File: config.mk
export PLATFORM = sky130hd
export DESIGN_NAME = hazard_scoreboard
export DESIGN_NICKNAME = d
export VERILOG_FILES = /design/src/rtl/hazard_scoreboard.sv
export SDC_FILE = /design/constraint.sdc
export NUM_CORES = 1
export LEC_CHECK = 0
export ABC_AREA = 0
export CORE_MARGIN = 5
export CORE_UTILIZATION = 30
export DETAILED_ROUTE_END_ITERATION = 10
export PLACE_DENSITY = 0.5
export SLEW_MARGIN = 10
export SYNTH_ARGS = -nofsm -noshare
export SYNTH_HDL_FRONTEND = slang
export SYNTH_SLANG_ARGS = --single-unit
export TNS_END_PERCENT = 1
File: constraint.sdc
create_clock -name clk -period 10.25 [get_ports clk]
set_input_delay 2.05 -clock clk [delete_from_list [all_inputs] [get_ports clk]]
set_output_delay 2.05 -clock clk [all_outputs]
set_load 0.01 [all_outputs]
File: src/rtl/hazard_scoreboard.sv
// hazard_scoreboard
// ID-stage hazard resolution for the five-stage pipeline. Tracks the GRF
// writers sitting in E, M and W together with the cycles each one still needs
// before its result can be forwarded. From that it raises the ID stall and
// picks a forwarding source for rs and rt. A countdown models the multi-cycle
// mult/div unit so that HI/LO consumers wait until it is idle.

module hazard_scoreboard #(
   parameter int TW          = 5,
   parameter int MULT_CYCLES = 5,
   parameter int DIV_CYCLES  = 10
) (
   input  logic          clk,
   input  logic          reset,
   input  logic          ifReGrf1_Id,
   input  logic          ifReGrf2_Id,
   input  logic [4:0]    grfRa1_Id,
   input  logic [4:0]    grfRa2_Id,
   input  logic [TW-1:0] tUseRs_Id,
   input  logic [TW-1:0] tUseRt_Id,
   input  logic          ifWrGrf_Id,
   input  logic [4:0]    grfWa_Id,
   input  logic [TW-1:0] tNew_Id,
   input  logic          mdUse_Id,
   input  logic          mdStart_Id,
   input  logic          isDiv_Id,
   output logic          stall,
   output logic [1:0]    fwdSelRs,
   output logic [1:0]    fwdSelRt,
   output logic          fwdRdyRs,
   output logic          fwdRdyRt,
   output logic          mdBusy,
   output logic [31:0]   stallCount
);

   // One in-flight GRF writer. An entry with valid = 0 is a bubble.
   typedef struct packed {
      logic          valid;
      logic [4:0]    wa;
      logic [TW-1:0] tnew;
   } entry_t;

   // Result of looking an operand address up in the scoreboard.
   typedef struct packed {
      logic          hit;
      logic [1:0]    code;
      logic [TW-1:0] tnew;
   } match_t;

   localparam logic [1:0]    SEL_GRF   = 2'd0;
   localparam logic [1:0]    SEL_E     = 2'd1;
   localparam logic [1:0]    SEL_M     = 2'd2;
   localparam logic [1:0]    SEL_W     = 2'd3;
   localparam logic [4:0]    MULT_LOAD = 5'(MULT_CYCLES);
   localparam logic [4:0]    DIV_LOAD  = 5'(DIV_CYCLES);
   localparam logic [TW-1:0] TNEW_ONE  = TW'(1);
   localparam logic [31:0]   CNT_MAX   = 32'hFFFF_FFFF;

   // Decrement that sticks at zero: a result that is ready stays ready.
   function automatic logic [TW-1:0] sat_dec(input logic [TW-1:0] v);
      logic [TW-1:0] r;
      if (v == {TW{1'b0}}) begin
         r = {TW{1'b0}};
      end else begin
         r = v - TNEW_ONE;
      end
      return r;
   endfunction

   // Move an entry one stage down the pipe, one cycle closer to ready.
   function automatic entry_t age_entry(input entry_t e);
      entry_t r;
      r.valid = e.valid;
      r.wa    = e.wa;
      r.tnew  = sat_dec(e.tnew);
      return r;
   endfunction

   // Youngest writer of address a; $0 never matches since it is never written.
   function automatic match_t find_match(input logic [4:0] a,
                                         input entry_t     e,
                                         input entry_t     m,
                                         input entry_t     w);
      match_t r;
      r = '0;
      if (a == 5'd0) begin
         r = '0;
      end else if (e.valid && (e.wa == a)) begin
         r.hit  = 1'b1;
         r.code = SEL_E;
         r.tnew = e.tnew;
      end else if (m.valid && (m.wa == a)) begin
         r.hit  = 1'b1;
         r.code = SEL_M;
         r.tnew = m.tnew;
      end else if (w.valid && (w.wa == a)) begin
         r.hit  = 1'b1;
         r.code = SEL_W;
         r.tnew = w.tnew;
      end else begin
         r = '0;
      end
      return r;
   endfunction

   entry_t      e_q, m_q, w_q;
   entry_t      e_d, m_d, w_d;
   entry_t      id_entry;
   logic [4:0]  cnt_q, cnt_d;
   logic [31:0] stall_cnt_q, stall_cnt_d;

   match_t      rs_match;
   match_t      rt_match;
   logic        rs_haz;
   logic        rt_haz;
   logic        md_haz;

   // Look both source operands up and derive forward selects and hazards.
   always_comb begin
      rs_match = find_match(grfRa1_Id, e_q, m_q, w_q);
      rt_match = find_match(grfRa2_Id, e_q, m_q, w_q);

      rs_haz = 1'b0;
      rt_haz = 1'b0;
      fwdSelRs = SEL_GRF;
      fwdSelRt = SEL_GRF;

      if (ifReGrf1_Id && rs_match.hit) begin
         fwdSelRs = rs_match.code;
         rs_haz   = (rs_match.tnew > tUseRs_Id);
      end else begin
         fwdSelRs = SEL_GRF;
         rs_haz   = 1'b0;
      end

      if (ifReGrf2_Id && rt_match.hit) begin
         fwdSelRt = rt_match.code;
         rt_haz   = (rt_match.tnew > tUseRt_Id);
      end else begin
         fwdSelRt = SEL_GRF;
         rt_haz   = 1'b0;
      end

      fwdRdyRs = (fwdSelRs != SEL_GRF) && (rs_match.tnew == {TW{1'b0}});
      fwdRdyRt = (fwdSelRt != SEL_GRF) && (rt_match.tnew == {TW{1'b0}});
   end

   // Combine operand hazards with the mult/div busy condition into the stall.
   always_comb begin
      mdBusy = (cnt_q != 5'd0);
      md_haz = mdUse_Id && mdBusy;
      stall  = rs_haz || rt_haz || md_haz;
   end

   // Next scoreboard contents: shift E->M->W, admit the ID writer unless stalled.
   always_comb begin
      id_entry = '0;
      if (ifWrGrf_Id && (grfWa_Id != 5'd0)) begin
         id_entry.valid = 1'b1;
         id_entry.wa    = grfWa_Id;
         id_entry.tnew  = tNew_Id;
      end else begin
         id_entry = '0;
      end

      if (stall) begin
         e_d = '0;
      end else begin
         e_d = id_entry;
      end

      m_d = age_entry(e_q);
      w_d = age_entry(m_q);
   end

   // Mult/div countdown: reload on an accepted issue, otherwise run down to zero.
   always_comb begin
      cnt_d = cnt_q;
      if (mdStart_Id && !stall) begin
         if (isDiv_Id) begin
            cnt_d = DIV_LOAD;
         end else begin
            cnt_d = MULT_LOAD;
         end
      end else if (cnt_q != 5'd0) begin
         cnt_d = cnt_q - 5'd1;
      end else begin
         cnt_d = cnt_q;
      end
   end

   // Stall cycle counter, saturating at all ones.
   always_comb begin
      stall_cnt_d = stall_cnt_q;
      if (stall && (stall_cnt_q != CNT_MAX)) begin
         stall_cnt_d = stall_cnt_q + 32'd1;
      end else begin
         stall_cnt_d = stall_cnt_q;
      end
   end

   // State registers; reset drops every in-flight writer and the busy count at once.
   always_ff @(posedge clk or posedge reset) begin
      if (reset) begin
         e_q         <= '0;
         m_q         <= '0;
         w_q         <= '0;
         cnt_q       <= 5'd0;
         stall_cnt_q <= 32'd0;
      end else begin
         e_q         <= e_d;
         m_q         <= m_d;
         w_q         <= w_d;
         cnt_q       <= cnt_d;
         stall_cnt_q <= stall_cnt_d;
      end
   end

   assign stallCount = stall_cnt_q;

endmodule

==> results.env, run 1 <==
RUN_STATUS='finished clean'
LAYOUT.NETS=521
SYN_AREA_UM2=3930
TIMING.CRITICAL_PATH.SLOWEST_STAGE_CELL='sky130_fd_sc_hd__clkdlybuf4s50_1'
COUNT_OF_ENDPOINTS_FAILING_HOLD_IN_THE_FINAL_TIMING_REPORT=0
INSERTION_DELAY_NS=0.33
GRT_UTIL_ALL_LAYERS_PCT=13.2
CRITPATHARRIVALTIME_NS=5.75
POWER.STATIC_LEAKAGE_nW=2.36
VIA_COUNT=3148
TIMING.MAX_CAP.VIOLATIONS=0
IOS=78
SYNTHMOSTINSTANTIATEDCELL='sky130_fd_sc_hd__dfrtp_1'
R2R_CELLS=15
POWER.IR.VDD_WORST_V=0.000116
POWER_DENSITY_nW_PER_UM2=164
ROUTED_VIA_DENSITY=4.87
YOSYS.AREA.TOP_TYPE_SHARE_PCT=44.6
FINAL_MIN_PERIOD_OVER_CLOCK_PERIOD_PCT=76.1
FINALWEIGHTEDCONGESTION=0.840
DETAIL_ROUTE.FIRST_PASS.ITERATIONS=4
SYNTH_ASYNC_SR_FLOP_SHARE_PCT=100
CRIT_PATH_TIME_FINAL_NS=7.80
FIN_WORST_SKEW_NS=0.00887
CTS_HOLD_REPAIR.BUFFERS=0
YOSYSTOPAREACELL='sky130_fd_sc_hd__dfrtp_1'
CTS_ROOT_BUF='sky130_fd_sc_hd__clkbuf_16'
CTSRESIZECOUNT=0
WIRELENGTH_MM=10.1
CTS_MADE_BUFFERS=9
CRITICAL_PATH.STARTPOINT_TYPE='input pin'
TIMING.FINAL.SETUP_VIOLATIONS=0
SYN_WARNINGS=0
SYNTH-EDFF-COUNT=0
SETUP_REPAIR_AFTER_GLOBAL_ROUTING_MISSED_ITS_MARGIN='no'
FINALMAXSLEWVIOLATIONS=0
YS_SEQ_ELEMENTS=70
WORSTSETUPENDPOINTTYPE='output port'
CTS.SINKS=70
CTS_MAX_PATH_BUFFERS=2
FINAL_CELL_AREA_UM2=5150
TIMING.SETUP.CRITICAL_PATH_CLASS='in2out'
SYNTHTOLAYOUTAREAGROWTH_PCT=31.2
TOTAL_NEGATIVE_SETUP_SLACKS_NS=0
DETAIL_ROUTE.ITER0.VIOLATIONS=189
RELSLEWSLACK_PCT=26.1
SYNTH.CELLS.MOST_FREQUENT='sky130_fd_sc_hd__dfrtp_1, sky130_fd_sc_hd__xor2_1, sky130_fd_sc_hd__nor2_1, sky130_fd_sc_hd__inv_1, sky130_fd_sc_hd__and3_1'
MIN_DELAY_PATH_DEPTH=0
DRT.ANTENNA.VIOLATING_NETS=0
MAX_STAGE_DELAY_NS=0.53
N_ANTENNA_CELL=0
WORSTSETUPPATHDEPTH=15
ACHIEVABLE-FREQUENCY_MHz=128
CTS-HTREE-LEVELS=3
CP_MAX_FO=11
TIMING.CRITICAL_PATH.BUF_INV=3
GRT_MAX_DEGREE=71
INITIAL_UTILIZATION_PCT=30.9
NUMBER_OF_ANTENNA_VIOLATIONS_AT_THE_FIRST_CHECK_IN_GLOBAL_ROUTING=0
WORST_HOLD_CHECK_PATH_TYPE='reg2reg'
GRT_PASS1_VIAS=3258
POST_SYNTH_INST_COUNT=389
CRIT_PATH_CELL_TRACE='clkdlybuf4s50_1 > xor2_1 > nor4_1 > and3_1 > nor2b_1 > a221oi_1 > a211oi_1 > ha_1 > nor2b_1 > o21ai_0 > a21oi_1 > a211oi_1 > o311a_1 > inv_2 > clkdlybuf4s50_1'
COREAREA_UM2=12700
CELL_AREA_AFTER_PLACEMENT_UM2=4860
TRITONCTS='yes'
SYNTH_CELL_TYPES=49
SYN_NETS=441
WORST_PATH_REQUIRED_NS=8.20
CRITICAL_PATH.TOP_DELAY_FAMILY='buffers and inverters'
AREA_OF_THE_DIE_UM2=15500
SYNTH_AREA_PER_CELL_UM2=10.1
FILL_CELLS=1300
YOSYS-TOP-CELLS-AREA='sky130_fd_sc_hd__dfrtp_1, sky130_fd_sc_hd__xor2_1, sky130_fd_sc_hd__ha_1, sky130_fd_sc_hd__nor2_1, sky130_fd_sc_hd__and3_1'
PLACEMENT_ROWS=41
WL_PER_CELL_UM=15.7
POSTSYNTH.TOPFLOPCELL='sky130_fd_sc_hd__dfrtp_1'
DIE-HEIGHT_UM=124
WORST-SLEW-PIN-TRANSITION_NS=1.10
WORST_SETUP_HOLD_PATH_CLK_SLEW_NS=0.06
GLOBAL_ROUTE_WIRE_LENGTH_BEFORE_REPAIR_MM=17.1
DIE_W_UM=124
NUMBER_OF_DRC_VIOLATIONS_AFTER_DETAILED_ROUTING=0
PROPORTION_OF_LAYOUT_CELLS_WITH_A_DRIVE_SUFFIX_ABOVE_1_PCT=6.54
POST-CTS-SETUP-BUFFER-COUNT=0
SYNTH-SEQ-AREA-SHARE_PCT=44.6
DP.FINAL_HPWL_MM=7.57
IO_BUFFER_COUNT=77
GRT-OVFL-TOTAL=0
-- registers in the layout, indices dropped and copies added (netlist names) --
register / count
cnt_q: 5
e_q: 11
m_q: 11
stallCount: 32
w_q: 11
-- power by group --
part	internal, mW	total, mW	switching (mW)
sequential	0.315	0.356	0.0411
clock	0.169	0.298	0.129
combinational	0.0943	0.188	0.0938
total	0.578	0.842	0.264
-- worst reg2reg max path: cells and delay by family, from the launching register on --
family,cells,cell delay [ns]
AND/OR/NAND/NOR,7,1.60
AO/OA/AOI/OAI,4,0.80
flip-flops,1,0.42
buffers and inverters,1,0.41
multiplexers,1,0.37
adder cells (fa/ha/maj),1,0.31
XOR/XNOR,1,0.18
-- layout make-up --
cell class	count	area, um^2	area share (%)
multi-input cells	287	2030	39.4
repair buffers	79	786	15.3
clock buffers	9	225	4.37
clock inverters	7	61.3	1.19
inverters	22	82.6	1.60
flip-flops and latches	70	1750	34.0
well taps	172	215	4.18
-- metrics by stage --
stage,instances,setup WS (ns),power (mW),hold WS (ns),utilization (%)
6_report,646,2.45,0.842,0.406,40.5
3_5_place_dp,630,2.48,0.552,0.389,38.2
2_1_floorplan,389,3.44,0.469,0.359,-
3_3_place_gp,630,2.52,0.549,0.403,38.2
4_1_cts,646,2.47,0.855,0.407,40.5
5_1_grt,646,2.17,0.892,0.430,40.5
-- kinds of logic (layout without fill, tap and decap cells) --
logic type | after synthesis | count (layout) | share of synthesized area, %
flip-flops | 70 | 70 | 44.6
AND/OR/NAND/NOR | 159 | 159 | 23.9
adder cells (fa/ha/maj) | 14 | 14 | 4.46
AO/OA/AOI/OAI | 44 | 44 | 7.24
multiplexers | 7 | 7 | 1.94
buffers and inverters | 32 | 117 | 3.73
XOR/XNOR | 63 | 63 | 14.1
-- path summary, 6_finish.rpt --
check                                   from                    endpoint  slack [ns]
max in group asynchronous              reset  stallCount[12]$_DFFE_PP0P_        7.36
setup reg to reg            m_q[8]$_DFF_PP0_        cnt_q[3]$_DFFE_PP0P_        6.05
hold reg to reg            m_q[10]$_DFF_PP0_           w_q[10]$_DFF_PP0_        0.41
min in group asynchronous              reset        cnt_q[0]$_DFFE_PP0P_        2.30
hold / removal             m_q[10]$_DFF_PP0_           w_q[10]$_DFF_PP0_        0.41
setup / recovery                grfRa1_Id[1]                       stall        2.45
-- layer usage --
layer / share of wire (%) / GRT usage (%) / vias to the layer above
met4: 1.2 / 3.80 / 0
met2: 45 / 19.8 / 81
met5: 0 / 0 / -
li1: - / - / 1529
met3: 5.1 / 3.77 / 13
met1: 49 / 18.6 / 1525
-- cells in the final DEF, fill, tap and decap left out, types with 2 or more instances in the layout --
| master | n |
|---|---|
| sky130_fd_sc_hd__nor2b_1 | 4 |
| sky130_fd_sc_hd__nor3_1 | 13 |
| sky130_fd_sc_hd__o21ai_0 | 9 |
| sky130_fd_sc_hd__a221o_1 | 2 |
| sky130_fd_sc_hd__inv_2 | 2 |
| sky130_fd_sc_hd__and3_1 | 18 |
| sky130_fd_sc_hd__inv_1 | 20 |
| sky130_fd_sc_hd__clkdlybuf4s50_1 | 77 |
| sky130_fd_sc_hd__nor2_1 | 32 |
| sky130_fd_sc_hd__inv_6 | 4 |
| sky130_fd_sc_hd__nand3b_1 | 5 |
| sky130_fd_sc_hd__nand2_1 | 17 |
| sky130_fd_sc_hd__and2_1 | 6 |
| sky130_fd_sc_hd__xor2_1 | 51 |
| sky130_fd_sc_hd__clkinvlp_4 | 2 |
| sky130_fd_sc_hd__nand3_1 | 12 |
| sky130_fd_sc_hd__a211oi_1 | 5 |
| sky130_fd_sc_hd__xnor2_1 | 12 |
| sky130_fd_sc_hd__or3_1 | 2 |
| sky130_fd_sc_hd__nand2b_1 | 5 |
| sky130_fd_sc_hd__o311ai_1 | 2 |
| sky130_fd_sc_hd__or4_1 | 5 |
| sky130_fd_sc_hd__a21oi_1 | 15 |
| sky130_fd_sc_hd__and4_1 | 4 |
| sky130_fd_sc_hd__nor3b_1 | 6 |
| sky130_fd_sc_hd__nor4b_1 | 4 |
| sky130_fd_sc_hd__nor4_2 | 4 |
| sky130_fd_sc_hd__mux2_1 | 3 |
| sky130_fd_sc_hd__mux2_2 | 2 |
| sky130_fd_sc_hd__buf_4 | 2 |
| sky130_fd_sc_hd__mux2i_1 | 2 |
| sky130_fd_sc_hd__dfrtp_1 | 70 |
| sky130_fd_sc_hd__a221oi_1 | 3 |
| sky130_fd_sc_hd__nor4b_2 | 3 |
| sky130_fd_sc_hd__ha_1 | 14 |
| sky130_fd_sc_hd__nand4_1 | 5 |
| sky130_fd_sc_hd__nor4_1 | 10 |
| sky130_fd_sc_hd__clkbuf_16 | 9 |
Note: power is estimated with default switching activity, not from simulation.
==> inputs of run 2 (changes only) <==
clock period = 7.95 ns   (was 10.25 ns; I/O delays follow)
==> run 2 against run 1 <==
Non-clock buffer count is 1 higher; clock-buffer cell count is 3 higher; combinational power is 28% higher; wire length is 1.3% lower; clock power is 30% higher; sequential cell count stayed put; setup slack worse by 1.3 ns; critical path type unchanged; critical endpoint unchanged; highest routed layer unchanged.
==> results.env, run 2 (same netlist as run 1, synthesis figures left out) <==
RUN_STATUS='finished clean'  # unchanged
TOTAL_NEGATIVE_SETUP_SLACKS_NS=0  # unchanged
NUMBER_OF_DRC_VIOLATIONS_AFTER_DETAILED_ROUTING=0  # unchanged
CP_MAX_FO=11  # unchanged
DIE-HEIGHT_UM=124  # unchanged
POST-CTS-SETUP-BUFFER-COUNT=0  # unchanged
CTS_HOLD_REPAIR.BUFFERS=0  # unchanged
VIA_COUNT=3113  # was 3148
SYNTHTOLAYOUTAREAGROWTH_PCT=31.3  # was 31.2%
CTS_ROOT_BUF='sky130_fd_sc_hd__clkbuf_16'  # unchanged
CTS_MAX_PATH_BUFFERS=2  # unchanged
PLACEMENT_ROWS=41  # unchanged
CRITICAL_PATH.STARTPOINT_TYPE='input pin'  # unchanged
FINISH.UTILIZATION_PCT=40.5  # about the same
PROPORTION_OF_LAYOUT_CELLS_WITH_A_DRIVE_SUFFIX_ABOVE_1_PCT=6.11  # was 6.54%
FIN_WORST_SKEW_NS=0.00789  # was 0.00887 ns
FINAL_MIN_PERIOD_OVER_CLOCK_PERIOD_PCT=85.2
FINAL_CELL_AREA_UM2=5150  # about the same
LARGEST_REGISTER_FF_COUNT=32  # unchanged
WORST_HOLD_CHECK_PATH_TYPE='reg2reg'  # unchanged
N_ANTENNA_CELL=0  # unchanged
POWER.IR.VDD_WORST_V=0.000161  # was 0.000116 V
ACHIEVABLE-FREQUENCY_MHz=148
WORSTSETUPENDPOINTTYPE='output port'  # unchanged
AREA_OF_THE_DIE_UM2=15500  # unchanged
TIMING.SETUP.CRITICAL_PATH_CLASS='in2out'  # unchanged
MOSTFREQUENTLAYOUTCELL='sky130_fd_sc_hd__clkdlybuf4s50_1'  # unchanged
IOS=78  # unchanged
REGTOREGSTARTPOINT='w_q[6]$_DFF_PP0_'  # was m_q[8]$_DFF_PP0_
CRITPATHARRIVALTIME_NS=5.18  # was 5.75 ns
POWER.STATIC_LEAKAGE_nW=2.37  # was 2.36 nW
WL_PER_CELL_UM=15.4  # was 15.7 um
DETAIL_ROUTE.FIRST_PASS.ITERATIONS=4  # unchanged
DPL.CELL_COUNT=631  # was 630
TRITONCTS='yes'  # unchanged
GRT_UTIL_ALL_LAYERS_PCT=13.3  # was 13.2%
WORST-SLEW-PIN-TRANSITION_NS=0.893  # was 1.10 ns
WORST_SETUP_HOLD_PATH_CLK_SLEW_NS=0.06  # about the same
CTS_MADE_BUFFERS=9  # unchanged
DIE_W_UM=124  # unchanged
RELSLEWSLACK_PCT=40.5  # was 26.1%
SETUP_REPAIR_AFTER_GLOBAL_ROUTING_MISSED_ITS_MARGIN='no'  # unchanged
GLOBAL_ROUTE_WIRE_LENGTH_BEFORE_REPAIR_MM=16.9  # was 17.1 mm
FINALMAXSLEWVIOLATIONS=0  # unchanged
HOLD_PATH_STARTPOINT='m_q[10]$_DFF_PP0_'  # unchanged
TIMING.FINAL.SETUP_VIOLATIONS=0  # unchanged
POWER_DENSITY_nW_PER_UM2=211  # was 164 nW/um^2
TIMING.MAX_CAP.VIOLATIONS=0  # unchanged
NUMBER_OF_ANTENNA_VIOLATIONS_AT_THE_FIRST_CHECK_IN_GLOBAL_ROUTING=0  # unchanged
GRT-OVFL-TOTAL=0  # unchanged
CTS.SINKS=70  # unchanged
WORST_PATH_REQUIRED_NS=6.36  # was 8.20 ns
GRT_MAX_DEGREE=71  # unchanged
CELL_AREA_AFTER_PLACEMENT_UM2=4870  # was 4860 um^2
COUNT_OF_ENDPOINTS_FAILING_HOLD_IN_THE_FINAL_TIMING_REPORT=0  # unchanged
WIRELENGTH_MM=9.99  # was 10.1 mm
CTSRESIZECOUNT=0  # unchanged
DRT.ANTENNA.VIOLATING_NETS=0  # unchanged
FINAL_CELL_MIX='sky130_fd_sc_hd__clkdlybuf4s50_1, sky130_fd_sc_hd__dfrtp_1, sky130_fd_sc_hd__xor2_1'  # unchanged
FINALWEIGHTEDCONGESTION=0.820  # was 0.840
COREAREA_UM2=12700  # unchanged
INSERTION_DELAY_NS=0.33  # about the same
IO_BUFFER_COUNT=77  # unchanged
DP.FINAL_HPWL_MM=7.43  # was 7.57 mm
DETAIL_ROUTE.ITER0.VIOLATIONS=122  # was 189
FINALNONFILLERCELLS=647  # was 646
LAYOUT.NETS=522  # was 521
INITIAL_UTILIZATION_PCT=30.9  # unchanged
GRT_PASS1_VIAS=3246  # was 3258
CTS-HTREE-LEVELS=3  # unchanged
ROUTED_VIA_DENSITY=4.81  # was 4.87
CRIT_PATH_TIME_FINAL_NS=6.77
CP-STARTPOINT='grfRa1_Id[1]'  # unchanged
run 2: per-layer routing:
metal | vias to the layer above | GRT usage [%] | part of all wire, %
met3 | 7 | 4.89 | 5.6
met4 | 0 | 2.90 | 0.66
li1 | 1534 | - | -
met1 | 1492 | 17.7 | 48
met2 | 80 | 20.8 | 46
met5 | - | 0 | 0
run 2: worst paths after layout:
| path | endpoint | slack, ns | cells after the start |
|---|---|---|---|
| worst max-delay path | stall | 1.18 | 15 |
| worst min-delay path | w_q[10]$_DFF_PP0_ | 0.39 | 0 |
| worst max register to register | cnt_q[3]$_DFFE_PP0P_ | 3.88 | 15 |
| worst min register to register | w_q[10]$_DFF_PP0_ | 0.39 | 0 |
| max in group asynchronous | e_q[8]$_DFF_PP0_ | 5.52 | 3 |
| min in group asynchronous | cnt_q[1]$_DFFE_PP0P_ | 1.86 | 3 |
run 2: per-stage QoR:
step | setup slack, ns | power, mW | hold slack (ns)
after global placement | 1.16 | 0.708 | 0.396
after global routing | 0.850 | 1.15 | 0.415
final | 1.18 | 1.09 | 0.390
after floorplan | 2.06 | 0.605 | 0.359
after detailed placement | 1.14 | 0.711 | 0.385
after CTS | 1.14 | 1.11 | 0.394
run 2: cell type report:
cell class,instances,area (um^2)
Clock inverter,4,47.5
Fill cell,1300,7570
Inverter,22,82.6
Multi-Input combinational cell,287,2030
Clock buffer,12,236
Tap cell,172,215
Timing Repair Buffer,80,793
Sequential cell,70,1750
run 2: power breakdown:
| part | switching (mW) | internal (mW) | leakage [nW] |
|---|---|---|---|
| Clock | 0.144 | 0.242 | 0.137 |
| Sequential | 0.0539 | 0.406 | 0.931 |
| Combinational | 0.119 | 0.121 | 1.30 |
run 2: worst max-delay path: stages:
cell                              delay, ns
sky130_fd_sc_hd__clkdlybuf4s50_1       0.50
sky130_fd_sc_hd__xor2_1                0.20
sky130_fd_sc_hd__nor4_1                0.27
sky130_fd_sc_hd__and3_1                0.40
sky130_fd_sc_hd__nor2b_1               0.13
sky130_fd_sc_hd__a221oi_1              0.27
sky130_fd_sc_hd__a211oi_1              0.11
sky130_fd_sc_hd__ha_1                  0.31
sky130_fd_sc_hd__nor2b_1               0.12
sky130_fd_sc_hd__o21ai_0               0.08
sky130_fd_sc_hd__a21oi_1               0.16
sky130_fd_sc_hd__a211oi_1              0.06
sky130_fd_sc_hd__o311a_1               0.40
sky130_fd_sc_hd__inv_2                 0.06
sky130_fd_sc_hd__clkdlybuf4s50_1       0.52
==> inputs of run 3 (changes only) <==
CORE_MARGIN = 3   (was 5)
CTS_CLUSTER_SIZE = 30   (was not set)
==> run 3 against run 2 <==
Register-to-register slack got worse by 0.08 ns; cell count decreased by 0.15%; wire length decreased by 3.0%; fmax decreased by 1.2%; clock power increased by 2%; combinational power about the same; setup slack got worse by 0.084 ns; critical endpoint unchanged; highest routed layer unchanged.
==> results.env, run 3 (same netlist as run 1, synthesis figures left out) <==
IOS=78  # unchanged
PWR-SHARE-CLK_PCT=36.0  # was 35.5%
FINALWEIGHTEDCONGESTION=0.778  # was 0.820
TOTAL_NEGATIVE_SETUP_SLACKS_NS=0  # unchanged
SEQ_POWER_SHARE_PCT=42.1  # was 42.4%
PLACEMENT_ROWS=41  # unchanged
DIE_W_UM=120  # was 124 um
WORST_PATH_REQUIRED_NS=6.36  # about the same
GLOBAL_ROUTE_WIRE_LENGTH_BEFORE_REPAIR_MM=16.2  # was 16.9 mm
FILL_CELLS=1285  # was 1300
LAYOUT.NETS=522  # unchanged
WORST-SLEW-PIN-TRANSITION_NS=0.892  # was 0.893 ns
TIMING.SETUP.CRITICAL_PATH_CLASS='in2out'  # unchanged
WORST_SETUP_HOLD_PATH_CLK_SLEW_NS=0.05  # was 0.06 ns
TIMING.MAX_CAP.VIOLATIONS=0  # unchanged
POWER_REPORT.INTERNAL_TOTAL_uW=776  # was 770 uW
CRIT_PATH_TIME_FINAL_NS=6.85  # was 6.77 ns
GRT_UTIL_ALL_LAYERS_PCT=13.8  # was 13.3%
INSERTION_DELAY_NS=0.33  # about the same
INITIAL_UTILIZATION_PCT=30.9  # unchanged
CRIT-REG2REG-CAPTURE='cnt_q[1]$_DFFE_PP0P_'  # was cnt_q[3]$_DFFE_PP0P_
DIE-HEIGHT_UM=120  # was 124 um
PRECTSSETUPSLACK_NS=1.11  # was 1.14 ns
WL_PER_CELL_UM=15.0  # was 15.4 um
NUMBER_OF_ANTENNA_VIOLATIONS_AT_THE_FIRST_CHECK_IN_GLOBAL_ROUTING=0  # unchanged
DETAIL_ROUTE.FIRST_PASS.ITERATIONS=6  # was 4
TIMING.FINAL.SETUP_VIOLATIONS=0  # unchanged
FINALMAXSLEWVIOLATIONS=0  # unchanged
RELSLEWSLACK_PCT=40.5  # about the same
CTS_MAX_PATH_BUFFERS=2  # unchanged
N_ANTENNA_CELL=0  # unchanged
NUMBER_OF_DRC_VIOLATIONS_AFTER_DETAILED_ROUTING=0  # unchanged
P_SW_uW=317  # about the same
GRT_MAX_DEGREE=71  # unchanged
GRT_PASS1_VIAS=3235  # was 3246
POST-CTS-SETUP-BUFFER-COUNT=0  # unchanged
SETUP_REPAIR_AFTER_GLOBAL_ROUTING_MISSED_ITS_MARGIN='no'  # unchanged
DETAIL_ROUTE.ITER0.VIOLATIONS=172  # was 122
WORST_HOLD_CHECK_PATH_TYPE='reg2reg'  # unchanged
POWER.IR.VDD_WORST_V=0.000161  # about the same
SW_FRAC_OF_TOTAL_PCT=29.0  # was 29.2%
MOSTFREQUENTLAYOUTCELL='sky130_fd_sc_hd__clkdlybuf4s50_1'  # unchanged
CTS_MADE_BUFFERS=9  # unchanged
R2R_CELLS=15  # unchanged
ROUTED_VIA_DENSITY=4.86  # was 4.81
REGTOREGSETUPSLACK_NS=3.80  # was 3.88 ns
POWER_DENSITY_nW_PER_UM2=212  # was 211 nW/um^2
LARGEST_REGISTER_FF_COUNT=32  # unchanged
RUN_STATUS='finished clean'  # unchanged
CTS-HTREE-LEVELS=3  # unchanged
GRT-OVFL-TOTAL=0  # unchanged
FINAL_MIN_PERIOD_OVER_CLOCK_PERIOD_PCT=86.2  # was 85.2%
IO_BUFFER_COUNT=77  # unchanged
TRITONCTS='yes'  # unchanged
FINAL_CELL_MIX='sky130_fd_sc_hd__clkdlybuf4s50_1, sky130_fd_sc_hd__dfrtp_1, sky130_fd_sc_hd__xor2_1'  # unchanged
CTS.SINKS=70  # unchanged
FIN_WORST_SKEW_NS=0.00566  # was 0.00789 ns
CTSRESIZECOUNT=0  # unchanged
CTS_ROOT_BUF='sky130_fd_sc_hd__clkbuf_16'  # unchanged
FINAL_CRITICAL_PATH_SETUP_SLACK_NS=1.10  # was 1.18 ns
CRITICAL_PATH.ENDPOINT='stall'  # unchanged
POWER.STATIC_LEAKAGE_nW=2.37  # about the same
REGTOREGSTARTPOINT='m_q[6]$_DFF_PP0_'  # was w_q[6]$_DFF_PP0_
WIRELENGTH_MM=9.69  # was 9.99 mm
CP-STARTPOINT='grfRa1_Id[1]'  # unchanged
AREA_OF_THE_DIE_UM2=14500  # was 15500 um^2
CTS_HOLD_REPAIR.BUFFERS=0  # unchanged
CP_MAX_FO=11  # unchanged
CRITICAL_PATH.STARTPOINT_TYPE='input pin'  # unchanged
WORSTSETUPENDPOINTTYPE='output port'  # unchanged
HOLD_PATH_STARTPOINT='m_q[10]$_DFF_PP0_'  # unchanged
CRITPATHARRIVALTIME_NS=5.26  # was 5.18 ns
COREAREA_UM2=12700  # unchanged
SYNTHTOLAYOUTAREAGROWTH_PCT=31.5  # was 31.3%
DP.FINAL_HPWL_MM=7.17  # was 7.43 mm
DRT.ANTENNA.VIOLATING_NETS=0  # unchanged
COUNT_OF_ENDPOINTS_FAILING_HOLD_IN_THE_FINAL_TIMING_REPORT=0  # unchanged
PROPORTION_OF_LAYOUT_CELLS_WITH_A_DRIVE_SUFFIX_ABOVE_1_PCT=6.33  # was 6.11%
ACHIEVABLE-FREQUENCY_MHz=146  # was 148 MHz
COMB_POWER_SHARE_PCT=21.9  # was 22.1%
VIA_COUNT=3138  # was 3113
==> run 3: cell types whose count changed in the layout (fill, tap and decap cells not counted) <==
| cell | change |
|---|---|
| sky130_fd_sc_hd__clkbuf_1 | -2 |
| sky130_fd_sc_hd__clkbuf_8 | +1 |
==> run 3: worst min path at each step <==
stage / endpoint / slack (ns) / cells after the start
floorplan: w_q[10]$_DFF_PP0_ / 0.36 / 0
global placement: w_q[10]$_DFF_PP0_ / 0.39 / 0
detailed placement: w_q[10]$_DFF_PP0_ / 0.39 / 0
CTS: w_q[10]$_DFF_PP0_ / 0.40 / 0
global route: w_q[10]$_DFF_PP0_ / 0.41 / 0
finish: w_q[10]$_DFF_PP0_ / 0.40 / 0
==> run 3: metrics by stage <==
step	power [mW]	instances	area [um^2]	util [%]	hold WS, ns
2_1_floorplan	0.605	389	3930	-	0.359
3_3_place_gp	0.709	631	4870	38.3	0.388
3_5_place_dp	0.711	631	4870	38.3	0.390
4_1_cts	1.11	646	5160	40.6	0.397
5_1_grt	1.17	646	5160	40.6	0.414
6_report	1.09	646	5160	40.6	0.403
==> run 3: area by class of cell <==
class | instances | area (um^2) | share of cell area (%)
multi-input combinational | 287 | 2030 | 39.3
sequential | 70 | 1750 | 33.9
timing repair buffer | 80 | 793 | 15.4
clock buffer | 11 | 243 | 4.70
tap | 172 | 215 | 4.17
inverter | 22 | 82.6 | 1.60
clock inverter | 4 | 47.5 | 0.921
==> run 3: routing by layer <==
layer	global-route usage, %	up-vias	share of wire [%]
met5	0	-	0
met4	3.90	0	1.4
met3	3.79	15	5.6
met2	22.0	88	47
met1	18.3	1503	46
li1	-	1532	-
==> run 3: power groups by stage <==
stage | Combinational [mW] | Clock (mW) | Sequential (mW)
global route | 0.274 | 0.424 | 0.468
global placement | 0.242 | 0 | 0.467
detailed placement | 0.244 | 0 | 0.467
floorplan | 0.148 | 0 | 0.458
finish | 0.240 | 0.394 | 0.460
CTS | 0.246 | 0.408 | 0.461
==> run 3: critical path, stage by stage <==
cell and delay [ns]:
sky130_fd_sc_hd__clkdlybuf4s50_1 0.50, sky130_fd_sc_hd__xor2_1 0.20, sky130_fd_sc_hd__nor4_1 0.33, sky130_fd_sc_hd__and3_1 0.41, sky130_fd_sc_hd__nor2b_1 0.13, sky130_fd_sc_hd__a221oi_1 0.27
sky130_fd_sc_hd__a211oi_1 0.11, sky130_fd_sc_hd__ha_1 0.30, sky130_fd_sc_hd__nor2b_1 0.12, sky130_fd_sc_hd__o21ai_0 0.08, sky130_fd_sc_hd__a21oi_1 0.16, sky130_fd_sc_hd__a211oi_1 0.07
sky130_fd_sc_hd__o311a_1 0.40, sky130_fd_sc_hd__inv_2 0.06, sky130_fd_sc_hd__clkdlybuf4s50_1 0.52
